===== config.mk =====
export PLATFORM = sky130hd
export DESIGN_NAME = vga_pattern_sequencer
export DESIGN_NICKNAME = d
export VERILOG_FILES = /design/src/rtl/vga_seq_pkg.sv /design/src/rtl/vga_timing_gen.sv /design/src/rtl/vga_pattern_sequencer.sv
export SDC_FILE = /design/constraint.sdc
export NUM_CORES = 1
export LEC_CHECK = 0
export CORE_MARGIN = 2
export CORE_UTILIZATION = 45
export DETAILED_ROUTE_END_ITERATION = 12
export PLACE_DENSITY = 0.68
export SLEW_MARGIN = 20
export SYNTH_ARGS = -nofsm -noshare
export SYNTH_HDL_FRONTEND = slang
export SYNTH_SLANG_ARGS = --single-unit

===== constraint.sdc =====
create_clock -name clk_i -period 3.22 [get_ports clk_i]
set_input_delay 0.644 -clock clk_i [delete_from_list [all_inputs] [get_ports clk_i]]
set_output_delay 0.644 -clock clk_i [all_outputs]
set_load 0.01 [all_outputs]

===== src/rtl/vga_seq_pkg.sv =====
// Shared types and default 640x480@60 timing for the VGA pattern sequencer.
//   pattern_t    : test pattern selector (BARS, CHECKER, RAMP, SOLID)
//   rgb12_t      : packed {r[3:0], g[3:0], b[3:0]} pixel colour
//   Def*         : default raster timing, in pixels (horizontal) and lines (vertical)
//   pattern_succ : next pattern in the cyclic sequence
package vga_seq_pkg;

    // Counter and coordinate width; sized for H_TOTAL = 800.
    localparam int unsigned CntW = 10;

    localparam int unsigned DefHActive = 640;
    localparam int unsigned DefHFp     = 16;
    localparam int unsigned DefHSync   = 96;
    localparam int unsigned DefHBp     = 48;
    localparam int unsigned DefVActive = 480;
    localparam int unsigned DefVFp     = 10;
    localparam int unsigned DefVSync   = 2;
    localparam int unsigned DefVBp     = 33;

    typedef enum logic [1:0] {
        BARS    = 2'd0,
        CHECKER = 2'd1,
        RAMP    = 2'd2,
        SOLID   = 2'd3
    } pattern_t;

    typedef logic [11:0] rgb12_t;

    function automatic pattern_t pattern_succ(input pattern_t p);
        logic [1:0] v;
        v = p;
        v = v + 2'd1;
        return pattern_t'(v);
    endfunction

endpackage


===== src/rtl/vga_timing_gen.sv =====
// VGA raster timing: horizontal/vertical counters plus registered sync, active, x/y and
// frame_start. Every registered output is loaded from the next-count values, so outputs always
// describe the pixel the counters currently point at.
// Ports:
//   clk_i, rst_i (sync, active-high), pix_en_i (pixel-clock enable)
//   hsync_o, vsync_o, active_o, x_o, y_o, frame_start_o : registered raster outputs
//   h_next_o, v_next_o, active_next_o, wrap_next_o     : next-state values, so the parent can
//                                                        register its own outputs in step
module vga_timing_gen
    import vga_seq_pkg::*;
#(
    parameter int unsigned H_ACTIVE = DefHActive,
    parameter int unsigned H_FP     = DefHFp,
    parameter int unsigned H_SYNC   = DefHSync,
    parameter int unsigned H_BP     = DefHBp,
    parameter int unsigned V_ACTIVE = DefVActive,
    parameter int unsigned V_FP     = DefVFp,
    parameter int unsigned V_SYNC   = DefVSync,
    parameter int unsigned V_BP     = DefVBp,
    parameter bit          SYNC_POL = 1'b0
) (
    input  logic            clk_i,
    input  logic            rst_i,
    input  logic            pix_en_i,
    output logic            hsync_o,
    output logic            vsync_o,
    output logic            active_o,
    output logic [CntW-1:0] x_o,
    output logic [CntW-1:0] y_o,
    output logic            frame_start_o,
    output logic [CntW-1:0] h_next_o,
    output logic [CntW-1:0] v_next_o,
    output logic            active_next_o,
    output logic            wrap_next_o
);

    localparam logic [CntW-1:0] HLast     = CntW'(H_ACTIVE + H_FP + H_SYNC + H_BP - 1);
    localparam logic [CntW-1:0] VLast     = CntW'(V_ACTIVE + V_FP + V_SYNC + V_BP - 1);
    localparam logic [CntW-1:0] HActEnd   = CntW'(H_ACTIVE);
    localparam logic [CntW-1:0] VActEnd   = CntW'(V_ACTIVE);
    localparam logic [CntW-1:0] HSyncBeg  = CntW'(H_ACTIVE + H_FP);
    localparam logic [CntW-1:0] HSyncEnd  = CntW'(H_ACTIVE + H_FP + H_SYNC);
    localparam logic [CntW-1:0] VSyncBeg  = CntW'(V_ACTIVE + V_FP);
    localparam logic [CntW-1:0] VSyncEnd  = CntW'(V_ACTIVE + V_FP + V_SYNC);

    logic [CntW-1:0] hcount_q, hcount_d;
    logic [CntW-1:0] vcount_q, vcount_d;
    logic            hsync_q, hsync_d;
    logic            vsync_q, vsync_d;
    logic            active_q, active_d;
    logic [CntW-1:0] x_q, y_q;
    logic            frame_start_q;
    logic            wrap_d;

    always_comb begin
        hcount_d = (hcount_q == HLast) ? '0 : hcount_q + CntW'(1);
        vcount_d = vcount_q;
        if (hcount_q == HLast) begin
            vcount_d = (vcount_q == VLast) ? '0 : vcount_q + CntW'(1);
        end
        hsync_d  = ((hcount_d >= HSyncBeg) && (hcount_d < HSyncEnd)) ? SYNC_POL : ~SYNC_POL;
        vsync_d  = ((vcount_d >= VSyncBeg) && (vcount_d < VSyncEnd)) ? SYNC_POL : ~SYNC_POL;
        active_d = (hcount_d < HActEnd) && (vcount_d < VActEnd);
        wrap_d   = (hcount_d == '0) && (vcount_d == '0);
    end

    // Reset parks the counters on the last back-porch pixel so the first enabled
    // pixel after release is (0,0) with frame_start.
    always_ff @(posedge clk_i) begin
        if (rst_i) begin
            hcount_q      <= HLast;
            vcount_q      <= VLast;
            hsync_q       <= ~SYNC_POL;
            vsync_q       <= ~SYNC_POL;
            active_q      <= 1'b0;
            x_q           <= '0;
            y_q           <= '0;
            frame_start_q <= 1'b0;
        end else if (pix_en_i) begin
            hcount_q      <= hcount_d;
            vcount_q      <= vcount_d;
            hsync_q       <= hsync_d;
            vsync_q       <= vsync_d;
            active_q      <= active_d;
            x_q           <= hcount_d;
            y_q           <= vcount_d;
            frame_start_q <= wrap_d;
        end else begin
            frame_start_q <= 1'b0;
        end
    end

    assign hsync_o       = hsync_q;
    assign vsync_o       = vsync_q;
    assign active_o      = active_q;
    assign x_o           = x_q;
    assign y_o           = y_q;
    assign frame_start_o = frame_start_q;
    assign h_next_o      = hcount_d;
    assign v_next_o      = vcount_d;
    assign active_next_o = active_d;
    assign wrap_next_o   = wrap_d;

endmodule


===== src/rtl/vga_pattern_sequencer.sv =====
// VGA test-pattern sequencer: raster timing (vga_timing_gen) plus the pattern FSM, frame
// counter, bar sub-counter and registered 12-bit RGB mux. Pattern only changes on frame_start.
// Ports:
//   clk_i, rst_i (sync, active-high), pix_en_i (pixel-clock enable)
//   next_pattern_i : manual advance request, present only with VGA_SEQ_MANUAL_EN
//   hsync_o, vsync_o, active_o, x_o, y_o, frame_start_o : raster outputs
//   pattern_o      : 0 BARS, 1 CHECKER, 2 RAMP, 3 SOLID
//   rgb_o          : {r,g,b} 4 bits each, zero outside the active area
// Build option: define VGA_SEQ_MANUAL_EN to advance the pattern from next_pattern_i instead of
// every FRAMES_PER_PATTERN frames.
module vga_pattern_sequencer
    import vga_seq_pkg::*;
#(
    parameter int unsigned H_ACTIVE           = DefHActive,
    parameter int unsigned H_FP               = DefHFp,
    parameter int unsigned H_SYNC             = DefHSync,
    parameter int unsigned H_BP               = DefHBp,
    parameter int unsigned V_ACTIVE           = DefVActive,
    parameter int unsigned V_FP               = DefVFp,
    parameter int unsigned V_SYNC             = DefVSync,
    parameter int unsigned V_BP               = DefVBp,
    parameter bit          SYNC_POL           = 1'b0,
    parameter int unsigned FRAMES_PER_PATTERN = 60
) (
    input  logic            clk_i,
    input  logic            rst_i,
    input  logic            pix_en_i,
`ifdef VGA_SEQ_MANUAL_EN
    input  logic            next_pattern_i,
`endif
    output logic            hsync_o,
    output logic            vsync_o,
    output logic            active_o,
    output logic [CntW-1:0] x_o,
    output logic [CntW-1:0] y_o,
    output logic            frame_start_o,
    output logic [1:0]      pattern_o,
    output logic [11:0]     rgb_o
);

    localparam logic [CntW-1:0] BarLast = CntW'(H_ACTIVE / 8 - 1);

    logic [CntW-1:0] h_next, v_next;
    logic            active_next, wrap_next, frame_edge, advance;
    pattern_t        pattern_q, pattern_d;
    logic [CntW-1:0] bar_cnt_q, bar_cnt_d;
    logic [2:0]      bar_idx_q, bar_idx_d;
    rgb12_t          rgb_q, rgb_d;
    logic            unused_v_next;

    vga_timing_gen #(
        .H_ACTIVE (H_ACTIVE),
        .H_FP     (H_FP),
        .H_SYNC   (H_SYNC),
        .H_BP     (H_BP),
        .V_ACTIVE (V_ACTIVE),
        .V_FP     (V_FP),
        .V_SYNC   (V_SYNC),
        .V_BP     (V_BP),
        .SYNC_POL (SYNC_POL)
    ) u_timing (
        .clk_i         (clk_i),
        .rst_i         (rst_i),
        .pix_en_i      (pix_en_i),
        .hsync_o       (hsync_o),
        .vsync_o       (vsync_o),
        .active_o      (active_o),
        .x_o           (x_o),
        .y_o           (y_o),
        .frame_start_o (frame_start_o),
        .h_next_o      (h_next),
        .v_next_o      (v_next),
        .active_next_o (active_next),
        .wrap_next_o   (wrap_next)
    );

    // Only bit 5 of the vertical count feeds the checker.
    assign unused_v_next = ^{v_next[CntW-1:6], v_next[4:0]};

    // The edge that raises frame_start.
    assign frame_edge = pix_en_i & wrap_next;

`ifdef VGA_SEQ_MANUAL_EN
    logic pending_q, pending_d;

    // A request landing on the frame_start edge itself is kept for the next frame.
    always_comb begin
        pending_d = pending_q;
        advance   = 1'b0;
        if (frame_edge) begin
            advance   = pending_q;
            pending_d = 1'b0;
        end
        if (next_pattern_i) begin
            pending_d = 1'b1;
        end
    end

    always_ff @(posedge clk_i) begin
        if (rst_i) begin
            pending_q <= 1'b0;
        end else begin
            pending_q <= pending_d;
        end
    end
`else
    localparam int unsigned FcW = (FRAMES_PER_PATTERN > 1) ? $clog2(FRAMES_PER_PATTERN) : 1;
    localparam logic [FcW-1:0] FcLast = FcW'(FRAMES_PER_PATTERN - 1);

    logic           started_q, started_d;
    logic [FcW-1:0] frame_cnt_q, frame_cnt_d;

    // The first frame_start after reset opens frame 0 and never advances the pattern;
    // later ones count frames and advance on every FRAMES_PER_PATTERN-th.
    always_comb begin
        started_d   = started_q;
        frame_cnt_d = frame_cnt_q;
        advance     = 1'b0;
        if (frame_edge) begin
            started_d = 1'b1;
            if (!started_q) begin
                frame_cnt_d = '0;
            end else if (frame_cnt_q == FcLast) begin
                frame_cnt_d = '0;
                advance     = 1'b1;
            end else begin
                frame_cnt_d = frame_cnt_q + FcW'(1);
            end
        end
    end

    always_ff @(posedge clk_i) begin
        if (rst_i) begin
            started_q   <= 1'b0;
            frame_cnt_q <= '0;
        end else begin
            started_q   <= started_d;
            frame_cnt_q <= frame_cnt_d;
        end
    end
`endif

    assign pattern_d = advance ? pattern_succ(pattern_q) : pattern_q;

    // Bar index tracks h_next by counting bar-width runs, restarted at h = 0.
    always_comb begin
        bar_cnt_d = bar_cnt_q;
        bar_idx_d = bar_idx_q;
        if (h_next == '0) begin
            bar_cnt_d = '0;
            bar_idx_d = '0;
        end else if (bar_cnt_q == BarLast) begin
            bar_cnt_d = '0;
            bar_idx_d = bar_idx_q + 3'd1;
        end else begin
            bar_cnt_d = bar_cnt_q + CntW'(1);
        end
    end

    always_comb begin
        rgb_d = '0;
        if (active_next) begin
            unique case (pattern_d)
                BARS:    rgb_d = {{4{bar_idx_d[2]}}, {4{bar_idx_d[1]}}, {4{bar_idx_d[0]}}};
                CHECKER: rgb_d = (h_next[5] ^ v_next[5]) ? 12'hFFF : 12'h000;
                RAMP:    rgb_d = {3{h_next[9:6]}};
                SOLID:   rgb_d = 12'hFFF;
                default: rgb_d = '0;
            endcase
        end
    end

    always_ff @(posedge clk_i) begin
        if (rst_i) begin
            pattern_q <= BARS;
            bar_cnt_q <= '0;
            bar_idx_q <= '0;
            rgb_q     <= '0;
        end else if (pix_en_i) begin
            pattern_q <= pattern_d;
            bar_cnt_q <= bar_cnt_d;
            bar_idx_q <= bar_idx_d;
            rgb_q     <= rgb_d;
        end
    end

    assign pattern_o = pattern_q;
    assign rgb_o     = rgb_q;

endmodule


Word-level counts from Yosys, hierarchy flattened
Index checks and enable logic that the tools add are counted.
Storage, ports and cells
  flip-flop bits (word level): 78
  input bits: 3
  output and inout bits: 38
  logic and storage cells: 62
Operators by class
  $add $sub $neg: 6
  magnitude comparators: 6
  equal/unequal tests: 7
  mux-type cells: 18
  bitwise gates (word level): 3
  reduce and logical (&&, ||, !) cells: 8
Operators by type and width (count)
  10-bit two-way mux: 5
  12-bit one-hot mux with 4 select lines: 1
  10-bit by 1-bit adder with 10-bit output, second input constant: 3
  12-bit two-way mux: 2
  10-bit equality test, second input constant: 2
  10-bit zero test: 2
  10-bit less-than comparator, second input constant: 2
  10-bit by 9-bit less-than comparator with 1-bit output, second input constant: 2
  6-bit two-way mux: 2
  10-bit by 7-bit equality test with 1-bit output, second input constant: 1
  10-bit greater-or-equal comparator, second input constant: 1
  10-bit by 9-bit greater-or-equal comparator with 1-bit output, second input constant: 1
  6-bit by 1-bit adder with 6-bit output, second input constant: 1
  6-bit equality test, second input constant: 1
  3-bit two-way mux: 2
  1-bit two-way mux: 5
  2-bit equality test, second input constant: 2
  1-bit logical AND: 4
  3-bit by 1-bit adder with 3-bit output, second input constant: 1
  2-bit by 1-bit adder with 2-bit output, second input constant: 1
  2-bit by 1-bit equality test with 1-bit output, second input constant: 1
  2-bit zero test: 1
  2-bit two-way mux: 1
  2-bit OR reduction: 1
  3 further kinds: 3

Depth between registers and ports, before layout
  depth in word-level cells: 11
  depth in mapped cells: 14
  mapped depth without buffers: 10

By module
A second synthesis with hierarchy kept.
Second synthesis, totals
  cell total of the unflattened synthesis: 464
  area, all modules: 3787.4 sq um
By module, submodules not included
  vga_timing_gen: instances 1, cells each 288, area an instance 2219.6 sq um, seq. area each 680.7 sq um
  vga_pattern_sequencer: instances 1, cells each 176, area an instance 1567.8 sq um, seq. area each 680.7 sq um

Worst setup path after synthesis
OpenSTA, ideal clock, no wires.
  kind: register -> register
  start point: register u_timing.hcount_q[0]
  end point: register rgb_q[10] (netlist: rgb_o[10])
  library setup time: 0.131 ns
  arrival: 3.302 ns
  required time: 3.089 ns
  slack: -0.213 ns
  stages on the path, launching flop included: 14
  path buffers: 4
  period minus slack after synthesis: 3.433 ns
  cell sequence: dfxtp_1 ha_1 buf_6 and4_4 buf_6 and3_4 o221a_1 or4_4 or2_0 buf_2 or4_4 a211oi_4 buf_6 o41ai_1
On the way
  longest elaborated chain between the ends: 10
  elaborated cells on any way between the ends: 22
  classes of those cells: add/sub (1); order compare (2); eq/ne (4); mux (8); bitwise (2); reduce/logical (5)
Ends and longest elaborated chain
  start, declared: RTL line vga_timing_gen.sv:46  | logic [CntW-1:0] hcount_q, hcount_d;
  start signal, assigned: RTL line vga_timing_gen.sv:71  | hcount_q <= HLast;
  start signal, assigned: RTL line vga_timing_gen.sv:80  | hcount_q <= hcount_d;
  10-bit by 1-bit adder with 10-bit output or 10-bit equality test (tied branches): RTL line vga_timing_gen.sv:56, vga_timing_gen.sv:58
  10-bit two-way mux (on tied branches): RTL line vga_timing_gen.sv:56, vga_timing_gen.sv:58
  10-bit zero test (on tied branches): RTL line vga_timing_gen.sv:64, vga_pattern_sequencer.sv:149
  1-bit logical AND: RTL line vga_timing_gen.sv:64  | wrap_d = (hcount_d == '0) && (vcount_d == '0);
  1-bit AND: RTL line vga_pattern_sequencer.sv:81  | assign frame_edge = pix_en_i & wrap_next;
  1-bit two-way mux: RTL line vga_pattern_sequencer.sv:119  | if (frame_edge) begin
  2-bit two-way mux: RTL line vga_pattern_sequencer.sv:143  | assign pattern_d = advance ? pattern_succ(pattern_q) : pattern_q;
  2-bit equality test, or another cell as far along: RTL line vga_pattern_sequencer.sv:163  | unique case (pattern_d)
  12-bit one-hot mux with 4 select lines: RTL line vga_pattern_sequencer.sv:163
  12-bit two-way mux *: RTL line vga_pattern_sequencer.sv:162  | if (active_next) begin
  end signal, assigned: RTL line vga_pattern_sequencer.sv:183  | rgb_q <= rgb_d;
  end, declared: RTL line vga_pattern_sequencer.sv:48  | rgb12_t rgb_q, rgb_d;
Every way passes the cells marked *; elsewhere a longest branch is shown, timed or not.
A chain may end at the register's enable or synchronous reset.

Worst setup path in the final report
  start point: register u_timing.hcount_q[1]
  end point: register rgb_q[7] (netlist: rgb_o[7])
Same word-level chain as after synthesis.

==> impl_metrics.json <==
{
  "diodes": 0,
  "ys.flop_type": "dfxtp_1",
  "ioPinCount": 41,
  "layout_setup_ws_ns": 0.0980,
  "grt_start_max_net_pins": 33,
  "ant_nets": 0,
  "grt_usage_pct": 21.4,
  "crit_family": "simple AND/OR/NAND/NOR gates",
  "routedWlPerCell_um": 15.2,
  "multiInputGateArea_um2": 2240,
  "dieArea_um2": 9270,
  "cts_sinks": 68,
  "nNetsFinal": 514,
  "first_pass_iters": 5,
  "crit_slowest_cell": "or4_4",
  "ys_ff_latch": 68,
  "place_area_um2": 4360,
  "path_clk_slew_ns": 0.08,
  "slew_headroom_pct": 49.3,
  "grt_pass1_vias": 3240,
  "routed_wl_mm": 9.31,
  "critPathMaxStageDelay_ns": 0.55,
  "final_cell_mix": "dfxtp_1 (65), nand2_1 (46), nor2_1 (45)",
  "finalSetupTns_ns": 0,
  "critPathLaunchType": "flip-flop",
  "numPortBuffers": 40,
  "start_util_pct": 46.6,
  "synth_area_um2": 3830,
  "reg2regPathDepth": 10,
  "max_freq_mhz": 320,
  "vdd_drop_max_mv": 0.239,
  "synthToLayoutAreaGrowth_pct": 19.5,
  "rsz0062_at_grt": "no",
  "die-height_um": 96.3,
  "core_um2": 8220,
  "gp_congestion": 0.893,
  "critPathMaxFanout": 12,
  "drc": 0,
  "htreeDepth": 3,
  "ys_async_sr_fraction_pct": 0,
  "rows": 33,
  "setup_violations": 0,
  "synth.area.top_cells": "dfxtp_1 (36%), nand2_1 (4.5%), nor2_1 (4.5%)",
  "cp.depth": 10,
  "pre_cts_ws_ns": 0.0381,
  "skew_ns": 0.0113,
  "finalCritPeriodShare_pct": 97.0,
  "die_width_um": 96.3,
  "syn_avg_cell_area_um2": 8.20,
  "hp-class": "reg -> reg",
  "overflow": 0,
  "root_buffer": "clkbuf_8",
  "cts_buffer_depth": 2,
  "synth_top_area_cell": "dfxtp_1",
  "status": "complete, no violations",
  "viasPerCell": 5.75,
  "p_total_uw": 1940,
  "synth_edf_count": 0,
  "synthCells": 467,
  "finalHoldViolCount": 0,
  "fin_area_um2": 4580,
  "mostFrequentLayoutCell": "dfxtp_1",
  "endpoint_kind": "flip-flop",
  "synth_top_area_share_pct": 35.5,
  "fillCellCount": 755,
  "finalMaxSlewViolations": 0,
  "dpl.cell_count": 595,
  "cts_hold_buffers": 0,
  "worstSetupPathType": "reg -> reg",
  "path_buf_inv": 1,
  "drv_cap": 0,
  "seqCellArea_um2": 1370,
  "power.leakage_uw": 0.00168,
  "cts_made_buffers": 9,
  "grt_pass1_wl_mm": 15.5,
  "drive_above_1_share_pct": 14.1,
  "insertion_delay_ns": 0.35,
  "synthDistinctLibCells": 65,
  "ys_seq_area_share_pct": 35.5,
  "p_per_area_nw_per_um2": 423,
  "tightestPinTransition_ns": 0.757,
  "path_cells": "ha_4 > and4_4 > and3_4 > nor2_2 > or4_4 > or2_0 > or4_4 > a211oi_4 > buf_6 > o41ai_1",
  "drt_iter0_drc": 236,
  "cp_data_required_time_ns": 3.44,
  "holdPathStages": 2,
  "syn_nets": 477,
  "antenna_found_initial": 0,
  "fin_crit_ns": 3.12,
  "stdcell_count": 614,
  "crit_top_cell": "or4_4",
  "num_vias": 3531,
  "cp.arrival_ns": 3.34,
  "cts_tree": "done",
  "ys_warn_count": 0,
  "hpwl_mm": 6.58
}
==> state kept, by name, summed over array words and instances, names as in the netlist, 2 cells and up <==
| name | count |
|---|---|
| u_timing.y_o | 3 |
| frame_cnt_q | 6 |
| u_timing.vcount_q | 10 |
| u_timing.hcount_q | 10 |
| bar_cnt_q | 10 |
| u_timing.x_o | 7 |
| pattern_o | 2 |
| bar_idx_q | 3 |
| rgb_o | 12 |
==> final cells by class <==
class                      instances  share of cell area, %
inverter                           6                  0.492
sequential                        68                   29.9
timing repair buffer              73                   14.1
tap                              105                   2.87
clock buffer                      12                   2.95
clock inverter                     4                  0.574
multi-input combinational        346                   49.0
==> worst min-delay path, stage by stage (launching register included) <==
cell and delay (ns):
dfxtp_1 0.33, nand2_1 0.05, o41ai_1 0.05
==> power by group <==
group	total, uW	internal, uW	switching [uW]
clock	600	279	321
combinational	427	193	234
sequential	909	874	34.6
total	1940	1350	589
==> final timing paths <==
path,startpoint,to,slack (ns)
setup / recovery,u_timing.hcount_q[1],rgb_o[7],0.1
hold / removal,rgb_o[0],rgb_o[0],0.46
setup reg to reg,u_timing.hcount_q[1],rgb_o[7],0.1
hold reg to reg,rgb_o[0],rgb_o[0],0.46
==> logic make-up (layout without fill, tap and decap cells) <==
| family | Yosys count | in the layout | share of synthesized area [%] |
|---|---|---|---|
| buffers and inverters | 53 | 95 | 7.22 |
| xor gates and xnor gates | 26 | 26 | 5.94 |
| AOI/OAI and AO/OA | 102 | 102 | 18.5 |
| and+or+nand+nor | 204 | 204 | 28.6 |
| adders and majority gates | 7 | 7 | 2.29 |
| DFF | 68 | 68 | 35.5 |
| muxes | 7 | 7 | 1.86 |
==> synthesized netlist by cell type (6+ instances only) <==
master    count
dfxtp_1      68
nand2_1      46
nor2_1       46
a21oi_1      31
clkbuf_1     24
xnor2_1      16
nand3_1      15
o21ai_0      15
nor3_1       14
o41ai_1      12
buf_4        11
nand4_1      11
and3_1       10
xor2_1       10
and2_1        8
a211oi_1      7
and4_1        7
ha_1          7
inv_1         6
mux2i_1       6
nand3b_1      6
nor4_1        6
o31ai_1       6
==> layer usage <==
metal	wire (um)	share of wire (%)	up-vias	GRT usage (%)
met4	138	1.5	0	5.95
met1	4290	46	1661	28.1
met2	4420	47	98	34.5
met5	0	0	-	0
met3	467	5.0	11	5.72
li1	-	-	1761	-
==> metrics by stage <==
step           utilization [%]  hold WS (ns)
3_5_place_dp              53.0         0.443
6_report                  55.7         0.463
3_3_place_gp              53.0         0.440
5_1_grt                   55.7         0.490
2_1_floorplan                -         0.448
4_1_cts                   55.0         0.465
==> timing repair <==
action | in CTS | in global routing
setup endpoints to repair | 0 | 14
setup buffers | 0 | 3
resized for setup | 0 | 7
Note: power is estimated with default switching activity, not from simulation.
